### src/rtl/pwm_pkg.sv
// Shared types and constants for the multi-channel PWM block.
package pwm_pkg;

    typedef enum logic {
        PWM_DIR_UP   = 1'b0,
        PWM_DIR_DOWN = 1'b1
    } pwm_dir_t;

    // Period reset value; the top level slices it down to its counter width.
    localparam logic [15:0] PWM_PER_RST_ALL1 = 16'hFFFF;

    function automatic int pwm_sel_w(input int ch);
        int w;
        w = $clog2(ch);
        if (w < 1) begin
            return 1;
        end else begin
            return w;
        end
    endfunction

endpackage

### src/rtl/pwm_channel.sv
// One PWM channel: double-buffered compare value and registered compare output.
module pwm_channel #(
    parameter int W = 8
) (
    input  logic         clk,
    input  logic         rst,
    input  logic         en,
    input  logic         load,
    input  logic         wr,
    input  logic [W-1:0] data,
    input  logic [W-1:0] cnt,
    output logic         pwm
);

    logic [W-1:0] cmp_shadow_r;
    logic [W-1:0] cmp_act_r;
    logic         pwm_r;

    // Shadow compare register, written by the control interface.
    always_ff @(posedge clk or posedge rst) begin
        if (rst) begin
            cmp_shadow_r <= {W{1'b0}};
        end else if (wr) begin
            cmp_shadow_r <= data;
        end
    end

    // Active compare register; a write in the load cycle bypasses the shadow.
    always_ff @(posedge clk or posedge rst) begin
        if (rst) begin
            cmp_act_r <= {W{1'b0}};
        end else if (load) begin
            cmp_act_r <= wr ? data : cmp_shadow_r;
        end
    end

    // Registered compare output, one cycle behind the counter.
    always_ff @(posedge clk or posedge rst) begin
        if (rst) begin
            pwm_r <= 1'b0;
        end else begin
            pwm_r <= en & (cnt < cmp_act_r);
        end
    end

    assign pwm = pwm_r;

endmodule

### src/rtl/pwm_multi_channel.sv
// CH-channel PWM with shared period counter and boundary-synchronous updates.
// Define PWM_CENTER_ALIGN_EN for a triangle (center-aligned) counter.
module pwm_multi_channel
    import pwm_pkg::*;
#(
    parameter  int CH = 4,
    parameter  int W  = 8,
    localparam int SW = pwm_sel_w(CH)
) (
    input  logic          clk,
    input  logic          rst,
    input  logic          en,
    input  logic          per_we,
    input  logic [W-1:0]  per_data,
    input  logic          cmp_we,
    input  logic [SW-1:0] cmp_sel,
    input  logic [W-1:0]  cmp_data,
    output logic [CH-1:0] pwm,
    output logic [W-1:0]  cnt,
    output logic          pwm_start,
    output logic          upd_pend
);

    localparam logic [W-1:0] CNT_ZERO = {W{1'b0}};
    localparam logic [W-1:0] CNT_ONE  = {{(W-1){1'b0}}, 1'b1};

    logic [W-1:0]  cnt_r;
    logic [W-1:0]  cnt_nxt_s;
    logic [W-1:0]  per_shadow_r;
    logic [W-1:0]  per_act_r;
    logic          boundary_s;
    logic          load_s;
    logic          cmp_ok_s;
    logic          pwm_start_r;
    logic          upd_pend_r;
    logic          en_prev_r;
    logic [CH-1:0] pwm_s;

    // Load boundary detect; while disabled the active registers follow the shadows.
    always_comb begin
`ifdef PWM_CENTER_ALIGN_EN
        boundary_s = en & (cnt_r == CNT_ZERO);
`else
        boundary_s = en & (cnt_r == per_act_r);
`endif
        load_s   = boundary_s | ~en;
        cmp_ok_s = cmp_we & (int'(cmp_sel) < CH);
    end

`ifdef PWM_CENTER_ALIGN_EN
    pwm_dir_t dir_r;
    pwm_dir_t dir_nxt_s;

    // Triangle counter next state; PER=1 degenerates to 0,1,0,1 without turning down.
    always_comb begin
        cnt_nxt_s = cnt_r;
        dir_nxt_s = dir_r;
        if (!en || (per_act_r == CNT_ZERO)) begin
            cnt_nxt_s = CNT_ZERO;
            dir_nxt_s = PWM_DIR_UP;
        end else begin
            case (dir_r)
                PWM_DIR_UP: begin
                    if (cnt_r >= per_act_r) begin
                        cnt_nxt_s = per_act_r - CNT_ONE;
                        dir_nxt_s = (per_act_r == CNT_ONE) ? PWM_DIR_UP : PWM_DIR_DOWN;
                    end else begin
                        cnt_nxt_s = cnt_r + CNT_ONE;
                        dir_nxt_s = PWM_DIR_UP;
                    end
                end
                PWM_DIR_DOWN: begin
                    if (cnt_r <= CNT_ONE) begin
                        cnt_nxt_s = CNT_ZERO;
                        dir_nxt_s = PWM_DIR_UP;
                    end else begin
                        cnt_nxt_s = cnt_r - CNT_ONE;
                        dir_nxt_s = PWM_DIR_DOWN;
                    end
                end
                default: begin
                    cnt_nxt_s = CNT_ZERO;
                    dir_nxt_s = PWM_DIR_UP;
                end
            endcase
        end
    end

    // Direction register.
    always_ff @(posedge clk or posedge rst) begin
        if (rst) begin
            dir_r <= PWM_DIR_UP;
        end else begin
            dir_r <= dir_nxt_s;
        end
    end
`else
    // Edge-aligned counter next state.
    always_comb begin
        cnt_nxt_s = cnt_r;
        if (!en || (cnt_r >= per_act_r)) begin
            cnt_nxt_s = CNT_ZERO;
        end else begin
            cnt_nxt_s = cnt_r + CNT_ONE;
        end
    end
`endif

    // Counter, period start pulse and enable history.
    always_ff @(posedge clk or posedge rst) begin
        if (rst) begin
            cnt_r       <= CNT_ZERO;
            pwm_start_r <= 1'b0;
            en_prev_r   <= 1'b0;
        end else begin
            cnt_r       <= cnt_nxt_s;
            pwm_start_r <= en & ((cnt_nxt_s == CNT_ZERO) | ~en_prev_r);
            en_prev_r   <= en;
        end
    end

    // Period shadow and active registers.
    always_ff @(posedge clk or posedge rst) begin
        if (rst) begin
            per_shadow_r <= PWM_PER_RST_ALL1[W-1:0];
            per_act_r    <= PWM_PER_RST_ALL1[W-1:0];
        end else begin
            if (per_we) begin
                per_shadow_r <= per_data;
            end
            if (load_s) begin
                per_act_r <= per_we ? per_data : per_shadow_r;
            end
        end
    end

    // Pending flag: a boundary (or disable) always wins over a coincident write.
    always_ff @(posedge clk or posedge rst) begin
        if (rst) begin
            upd_pend_r <= 1'b0;
        end else if (load_s) begin
            upd_pend_r <= 1'b0;
        end else if (per_we || cmp_ok_s) begin
            upd_pend_r <= 1'b1;
        end
    end

    for (genvar i = 0; i < CH; i++) begin : g_ch
        logic wr_s;
        assign wr_s = cmp_we & (cmp_sel == SW'(i));

        pwm_channel #(
            .W(W)
        ) u_ch (
            .clk  (clk),
            .rst  (rst),
            .en   (en),
            .load (load_s),
            .wr   (wr_s),
            .data (cmp_data),
            .cnt  (cnt_r),
            .pwm  (pwm_s[i])
        );
    end

    assign pwm       = pwm_s;
    assign cnt       = cnt_r;
    assign pwm_start = pwm_start_r;
    assign upd_pend  = upd_pend_r;

endmodule

### config.mk
export PLATFORM = sky130hd
export DESIGN_NAME = pwm_multi_channel
export DESIGN_NICKNAME = d
export VERILOG_FILES = /design/src/rtl/pwm_pkg.sv /design/src/rtl/pwm_channel.sv /design/src/rtl/pwm_multi_channel.sv
export SDC_FILE = /design/constraint.sdc
export NUM_CORES = 1
export LEC_CHECK = 0
export ABC_AREA = 1
export BUFFER_PORTS_ARGS = -buffer_cell sky130_fd_sc_hd__buf_4
export CORE_AREA = 8 8 78 149
export DETAILED_ROUTE_END_ITERATION = 16
export DIE_AREA = 0 0 86 157
export GPL_TIMING_DRIVEN = 0
export PLACE_DENSITY = 0.77
export SLEW_MARGIN = 20
export SYNTH_ARGS = -nofsm -noshare
export SYNTH_HDL_FRONTEND = slang
export SYNTH_HIERARCHICAL = 1
export SYNTH_SLANG_ARGS = --single-unit
### constraint.sdc
create_clock -name clk -period 6.7 [get_ports clk]
set_clock_uncertainty 0.1 [all_clocks]
set_input_delay 0.335 -clock clk [delete_from_list [all_inputs] [get_ports clk]]
set_output_delay 0.335 -clock clk [all_outputs]
set_load 0.02 [all_outputs]
==> results of run 1 <==
-- placed cells by master (no fill, tap or decap), types with 2 or more instances in the layout --
| master | instances |
|---|---|
| a21oi_1 | 19 |
| dfrtp_1 | 79 |
| o21ai_0 | 60 |
| inv_1 | 110 |
| nor3_1 | 6 |
| inv_6 | 3 |
| o211ai_1 | 2 |
| buf_4 | 35 |
| mux2_2 | 4 |
| clkbuf_16 | 9 |
| nand3_2 | 2 |
| buf_2 | 2 |
| nand2_1 | 156 |
| nand3_1 | 3 |
| dfstp_2 | 16 |
| clkinv_4 | 3 |
| nand2_4 | 2 |
| clkbuf_1 | 4 |
| nor2_1 | 18 |
| o21ai_2 | 12 |
| buf_6 | 4 |
| ha_1 | 37 |
-- power breakdown --
part | switching (W) | internal, W | total [W]
combinational | 0.000185 | 0.000108 | 0.000293
clock | 0.000229 | 0.000260 | 0.000489
sequential | 0.0000396 | 0.000669 | 0.000709
-- metal layers --
layer	global-route usage, %	part of all wire [%]	up-vias
met5	0	0	-
met4	8.923	3.0	0
met3	2.715	3.4	16
met2	30.71	56	61
met1	17.04	38	1743
li1	-	-	1778
-- worst max-delay path, stage by stage (launching register included) --
cell      delay, ns
dfrtp_1        0.64
inv_1          0.16
ha_1           0.32
nand2_1        0.04
nor2_1         0.12
nand2_2        0.08
nand2_4        0.13
buf_2          0.51
clkbuf_1       0.38
o21ai_0        0.17
-- logic make-up (layout without fill, tap and decap cells) --
logic type / count (synthesis) / in the layout
adders and majority gates: 37 / 37
muxes: 4 / 4
xor gates and xnor gates: 1 / 1
and+or+nand+nor: 191 / 191
buffers and inverters: 121 / 172
AOI/OAI and AO/OA: 96 / 96
DFF: 95 / 95
-- sequential cells by signal, indices dropped and copies added (netlist names) --
signal / count
cnt: 8
en_prev_r: 1
g_ch.u_ch/cmp_act_r: 32
g_ch.u_ch/cmp_shadow_r: 32
g_ch.u_ch/pwm: 4
per_act_r: 8
per_shadow_r: 8
pwm_start: 1
upd_pend: 1
-- synthesized netlist by cell type (2+ instances only) --
cell	count
mux2_2	4
nor2_1	18
clkbuf_1	4
buf_2	2
nand2_4	2
nand3_1	3
o21ai_2	12
nor3_1	6
a21oi_1	19
o211ai_1	2
dfstp_2	16
ha_1	37
nand3_2	2
nand2_1	156
o21ai_0	60
buf_6	4
inv_1	111
dfrtp_1	79
-- how the worst max path moves through the flow --
stage	start	end	slack, ns	cells past startpoint
floorplan	cnt[0]	g_ch[0].u_ch/cmp_act_r[1]	4.44	9
global placement	cnt[0]	g_ch[2].u_ch/cmp_act_r[3]	3.97	9
detailed placement	cnt[0]	g_ch[0].u_ch/cmp_act_r[1]	3.88	9
CTS	cnt[0]	g_ch[0].u_ch/cmp_act_r[1]	3.86	9
global route	cnt[0]	g_ch[2].u_ch/cmp_act_r[2]	3.60	9
finish	cnt[0]	g_ch[0].u_ch/cmp_act_r[1]	3.90	9
-- through the flow --
stage | power [W] | instance area (um^2) | util (%) | setup WS [ns]
floorplan | 0.0009143 | 4710 | - | 4.443
global placement | 0.0009885 | 5137 | 53.32 | 3.967
detailed placement | 0.001013 | 5137 | 53.32 | 3.879
CTS | 0.001510 | 5426 | 56.32 | 3.864
global route | 0.001589 | 5426 | 56.32 | 3.604
finish | 0.001490 | 5426 | 56.32 | 3.896
-- area by class of cell --
cell class | count | area, um^2 | share of cell area (%)
well taps | 132 | 165.2 | 3.044
flip-flops and latches | 95 | 2397 | 44.18
plain buffers | 10 | 70.07 | 1.291
multi-input cells | 329 | 1826 | 33.64
repair buffers | 35 | 262.8 | 4.842
inverters | 111 | 416.7 | 7.678
clock buffers | 9 | 225.2 | 4.150
clock inverters | 7 | 63.81 | 1.176
==> out/qor.csv, run 1 <==
stage,metric,value,unit
layout,Post-layout nets,651,
logic_synthesis,Mapped Area,4710,um^2
detailed_routing,Starting DRT DRC Count,183,
die,Top Ports,37,
layout,Ant. Diodes,0,
logic_synthesis,Synth Area in XOR/XNOR,0.1860,%
timing,Slew @ Worst Pin,0.9456,ns
setup_path,FF-to-FF setup slack,3.90,ns
hold_path,hold crit path type,in -> async,
detailed_routing,First-pass DRT Iterations,4,
timing,Rel. slew slack,36.57,%
die,core area,9635,um^2
logic_synthesis,simple-gate share of the synthesized area,16.37,%
job,max-cap violations,0,
logic_synthesis,Synth Area in Compound Gates,11.42,%
cts,Worst-Skew Late Latency,0.35,ns
timing,setup TNS,0,ns
setup_path,R2R depth,9,
global_route,gr ovfl total,0,
cts,cts hold-fix bufs,0,
setup_path,FF-to-FF End,g_ch[0].u_ch/cmp_act_r[1],
die,# rows,51,
timing,Setup-failing EPs final,0,
timing,RSZ-0062 raised after global routing,false,
detailed_routing,DRC,0,
die,Die Ht,157,um
layout,Fillers,857,
cts,CTS H-tree depth,3,
global_route,initial antenna violation count,0,
setup_path,WP data arrival,2.91,ns
setup_path,Worst Path Max Fanout,33,
detailed_routing,Vias/cell,4.942,
setup_path,crit path kind,reg -> reg,
logic_synthesis,number of synthesized flops with an enable pin,0,
cts,TritonCTS clock tree,yes,
timing,final slew viol count,0,
timing,Final Hold Fails,0,
logic_synthesis,#FFs+latches synth,95,
logic_synthesis,ys async rst share,100.0,%
logic_synthesis,Synth Area in Adders,9.830,%
logic_synthesis,multiplexer share of the synthesized area,0.9564,%
timing,minimum clock period after layout,2.804,ns
timing,Hold WS,0.0008048,ns
cts,Clock Sinks,95,
setup_path,reg2reg start,cnt[0],
logic_synthesis,main combinational cell family by area after synthesis,simple AND/OR/NAND/NOR gates,
die,die area,13500,um^2
setup_path,Crit. End Element,register,
logic_synthesis,Yosys cell types,26,
power_and_ir_drop,Leak,2.864,nW
cts,maximum clock insertion buffer count,2,
logic_synthesis,most used flip-flop cell after synthesis,dfrtp_1,
logic_synthesis,Post-Syn Nets,605,
detailed_routing,Routed WL,10.33,mm
logic_synthesis,Synth Warn #,6,
cts,Setup Buffers After CTS,0,
placed_design,IO Port Bufs,35,
die,starting density of the core,48.88,%
global_route,vias in the first global route,3728,
logic_synthesis,Synth top area share,41.98,%
placed_design,placed insts,712,
global_route,largest net degree at the start of global routing,34,
die,Die X,86,um
cts,CTS buffer count,9,
detailed_routing,Final ANT Viol Nets,0,
setup_path,crit path launch type,register,
layout,Area growth syn-to-layout,15.22,%
cts,root buffer cell,clkbuf_16,
layout,Post-Layout Cell Count,728,
timing,Tcrit/Tclk final,41.84,%
detailed_routing,routed length per instance,14.19,um
global_route,global-route wire length before repair,17.32,mm
logic_synthesis,synth top area cells,"dfrtp_1, nand2_1, ha_1",
placed_design,gpl congestion,0.8140,
placed_design,HPWL Detailed,7.956,mm
layout,layout cells sized above 1,16.28,%
cts,post-cts resize count,0,
power_and_ir_drop,Pwr Density,274.6,nW/um^2
detailed_routing,via count,3598,
power_and_ir_drop,peak supply drop,201.1,uV
logic_synthesis,Synth area leader,dfrtp_1,
global_route,GRT Overall Usage,16.58,%
cts,clock slew at reported path FFs,0.07,ns
timing,f_max,356.7,MHz
logic_synthesis,share of the yosys chip area belonging to registers,50.90,%
logic_synthesis,Post-Syn Instances,545,
setup_path,Worst EP required,6.81,ns
logic_synthesis,syn avg cell area,8.641,um^2
run_status,run status,finished clean,
Note: power is estimated with default switching activity, not from simulation.
==> run 2: changes to the inputs <==
--- a/config.mk
+++ b/config.mk
@@ -11,7 +11,7 @@
 export DETAILED_ROUTE_END_ITERATION = 16
 export DIE_AREA = 0 0 86 157
 export GPL_TIMING_DRIVEN = 0
-export PLACE_DENSITY = 0.77
+export PLACE_DENSITY = 0.8
 export SLEW_MARGIN = 20
 export SYNTH_ARGS = -nofsm -noshare
 export SYNTH_HDL_FRONTEND = slang
==> constraint.sdc (replaced) <==
create_clock -name clk -period 2.55 [get_ports clk]
set_clock_uncertainty 0.1 [all_clocks]
set_input_delay 0.1275 -clock clk [delete_from_list [all_inputs] [get_ports clk]]
set_output_delay 0.1275 -clock clk [all_outputs]
set_load 0.02 [all_outputs]
==> out/qor.csv, run 2 (synthesized netlist as in run 1, its figures left out) <==
stage,metric,value,unit,change
layout,"Design Area, Final",5709,um^2,+5.2%
layout,layout cells sized above 1,15.78,%,-0.49 points
setup_path,crit path launch type,register,,
power_and_ir_drop,Leak,2.967,nW,+3.6%
setup_path,R2R depth,11,,+2
cts,maximum clock insertion buffer count,2,,unchanged
setup_path,FF-to-FF End,pwm_start,,
cts,CTS buffer count,9,,unchanged
die,Die X,86,um,unchanged
timing,Rel. slew slack,37.19,%,+0.61 points
setup_path,Worst EP required,2.68,ns,-4.13 ns
setup_path,WP data arrival,2.47,ns,-0.44 ns
layout,"commonest cells after routing, fill and taps aside","nand2_1, inv_1, dfrtp_1",,
timing,Slew @ Worst Pin,0.9364,ns,-0.009131 ns
setup_path,CP Launch Point,cnt[5],,
global_route,vias in the first global route,4008,,+7.5%
die,die area,13500,um^2,unchanged
placed_design,placed insts,712,,unchanged
detailed_routing,Starting DRT DRC Count,252,,+38%
global_route,gr ovfl total,0,,unchanged
global_route,largest net degree at the start of global routing,43,,+26%
global_route,global-route wire length before repair,18.11,mm,+4.6%
cts,TritonCTS clock tree,yes,,
timing,RSZ-0062 raised after global routing,false,,
detailed_routing,Final ANT Viol Nets,0,,unchanged
timing,final slew viol count,0,,unchanged
setup_path,Stages on worst setup path,11,,+2
die,# rows,51,,unchanged
detailed_routing,Routed WL,10.76,mm,+4.2%
timing,Tcrit/Tclk final,91.56,%,+50 points
global_route,GRT Overall Usage,17.26,%,+0.68 points
die,Top Ports,37,,unchanged
setup_path,FF-to-FF setup slack,0.22,ns,-3.68 ns
die,Die Ht,157,um,unchanged
power_and_ir_drop,peak supply drop,388.0,uV,+93%
timing,minimum clock period after layout,2.335,ns,-0.4688 ns
cts,clock slew at reported path FFs,0.07,ns,about the same
detailed_routing,DRC,0,,unchanged
detailed_routing,routed length per instance,14.29,um,+0.71%
setup_path,largest stage delay on the critical path,0.67,ns,+0.03 ns
power_and_ir_drop,Pwr Density,705.8,nW/um^2,+160%
placed_design,gpl congestion,0.8582,,+5.4%
layout,Post-Layout Cell Count,753,,+3.4%
cts,CTS H-tree depth,3,,unchanged
placed_design,"Cell Area, Placed",5137,um^2,unchanged
cts,root buffer cell,clkbuf_16,,
die,core area,9635,um^2,unchanged
setup_path,reg2reg start,cnt[5],,
setup_path,CP top delay family,simple AND/OR/NAND/NOR gates,,
timing,setup ws final,0.2153,ns,-3.681 ns
cts,Clock Sinks,95,,unchanged
global_route,initial antenna violation count,0,,unchanged
die,starting density of the core,48.88,%,unchanged
run_status,run status,finished clean,,
setup_path,Worst Path Max Fanout,42,,+27%
setup_path,CP Buf/Inv Count,1,,-2
hold_path,hold_sp,per_we,,
timing,Hold WS,0.009771,ns,+0.008966 ns
timing,Setup-failing EPs final,0,,unchanged
timing,Final Hold Fails,0,,unchanged
setup_path,Critical Path End,pwm_start,,
layout,"commonest non-fill, non-tap cell in the layout",nand2_1,,
layout,Ant. Diodes,0,,unchanged
hold_path,hold crit path type,in -> reg,,
layout,Final Util,59.25,%,+2.9 points
layout,Post-layout nets,676,,+3.8%
setup_path,Critical-path top delay cell,dfrtp_1,,
cts,Worst-Skew Late Latency,0.35,ns,about the same
job,max-cap violations,0,,unchanged
setup_path,Crit. End Element,register,,
detailed_routing,First-pass DRT Iterations,4,,unchanged
detailed_routing,Vias/cell,4.910,,-0.66%
layout,Regs by FF count,"g_ch.u_ch/cmp_act_r (32), g_ch.u_ch/cmp_shadow_r (32)",,
detailed_routing,via count,3697,,+2.8%
timing,f_max,428.3,MHz,+20%
placed_design,IO Port Bufs,35,,unchanged
setup_path,critical path's most frequent cell,nand2_1,,
setup_path,crit path kind,reg -> reg,,
placed_design,HPWL Detailed,7.809,mm,-1.8%
placed_design,dpl ws,-0.1747,ns,-4.054 ns
layout,Area growth syn-to-layout,21.23,%,
setup_path,critical path cell sequence,"ha_1, nand2_1, nor2_2, nand2_2, nand2_8, nor2_4, o211ai_1, nand2_1, inv_1, nand2_1, a21oi_2",,
## run 2: cell types whose count changed in the layout (fill, tap and decap cells not counted)
cell / change
dlygate4sd3_1: +26
inv_6: -2
buf_2: -1
bufinv_16: +1
clkbuf_1: -1
clkbuf_2: +1
clkinv_2: +1
clkinv_4: -1
clkinvlp_4: +1
dfrtp_1: -1
dfrtp_2: +1
nand2_4: -1
nand2_8: +1
## run 2: what timing repair did
action	CTS	global route
gates cloned	0	0
hold buffers	26	0
setup endpoints to repair	32	29
setup buffers	0	0
gates resized for setup	0	4
endpoints found under the hold margin	118	0
## run 2: metrics by stage
| step | setup TNS [ns] | power, W |
|---|---|---|
| after floorplan | 0 | 0.002402 |
| after global placement | -1.966 | 0.002594 |
| after detailed placement | -3.753 | 0.002651 |
| after CTS | 0 | 0.004057 |
| after global routing | 0 | 0.004265 |
| final | 0 | 0.004030 |
## run 2: worst min path at each step
stage,end,depth (start not counted)
finish,per_shadow_r[7],3
global route,per_shadow_r[7],3
CTS,per_shadow_r[7],3
detailed placement,g_ch[2].u_ch/cmp_shadow_r[0],2
global placement,g_ch[0].u_ch/cmp_act_r[6],2
floorplan,g_ch[0].u_ch/cmp_act_r[0],1
## run 2: power breakdown
group / switching, W / total [W] / internal [W]
combinational: 0.000496 / 0.000805 / 0.000308
sequential: 0.0000989 / 0.00186 / 0.00176
clock: 0.000595 / 0.00137 / 0.000772
## run 2: area by class of cell
class | instances | area, um^2
timing repair buffer | 61 | 523.0
clock inverter | 7 | 80.08
multi-input combinational | 329 | 1834
inverter | 111 | 416.7
sequential | 95 | 2399
clock buffer | 9 | 225.2
fill | 805 | 3926
tap | 132 | 165.2
buffer | 9 | 66.31
## run 2: routing by layer
layer | share of wire, % | vias to the layer above | global-route usage [%]
met3 | 3.8 | 22 | 3.551
li1 | - | 1826 | -
met1 | 38 | 1765 | 17.55
met4 | 2.8 | 0 | 9.259
met2 | 56 | 84 | 31.67
met5 | 0 | - | 0
## run 2: worst reg2reg max path: stages (launching register included)
cell and delay, ns:
dfrtp_1 0.67, ha_1 0.34, nand2_1 0.09, nor2_2 0.05, nand2_2 0.10, nand2_8 0.18, nor2_4 0.25, o211ai_1 0.13
nand2_1 0.12, inv_1 0.05, nand2_1 0.08, a21oi_2 0.05
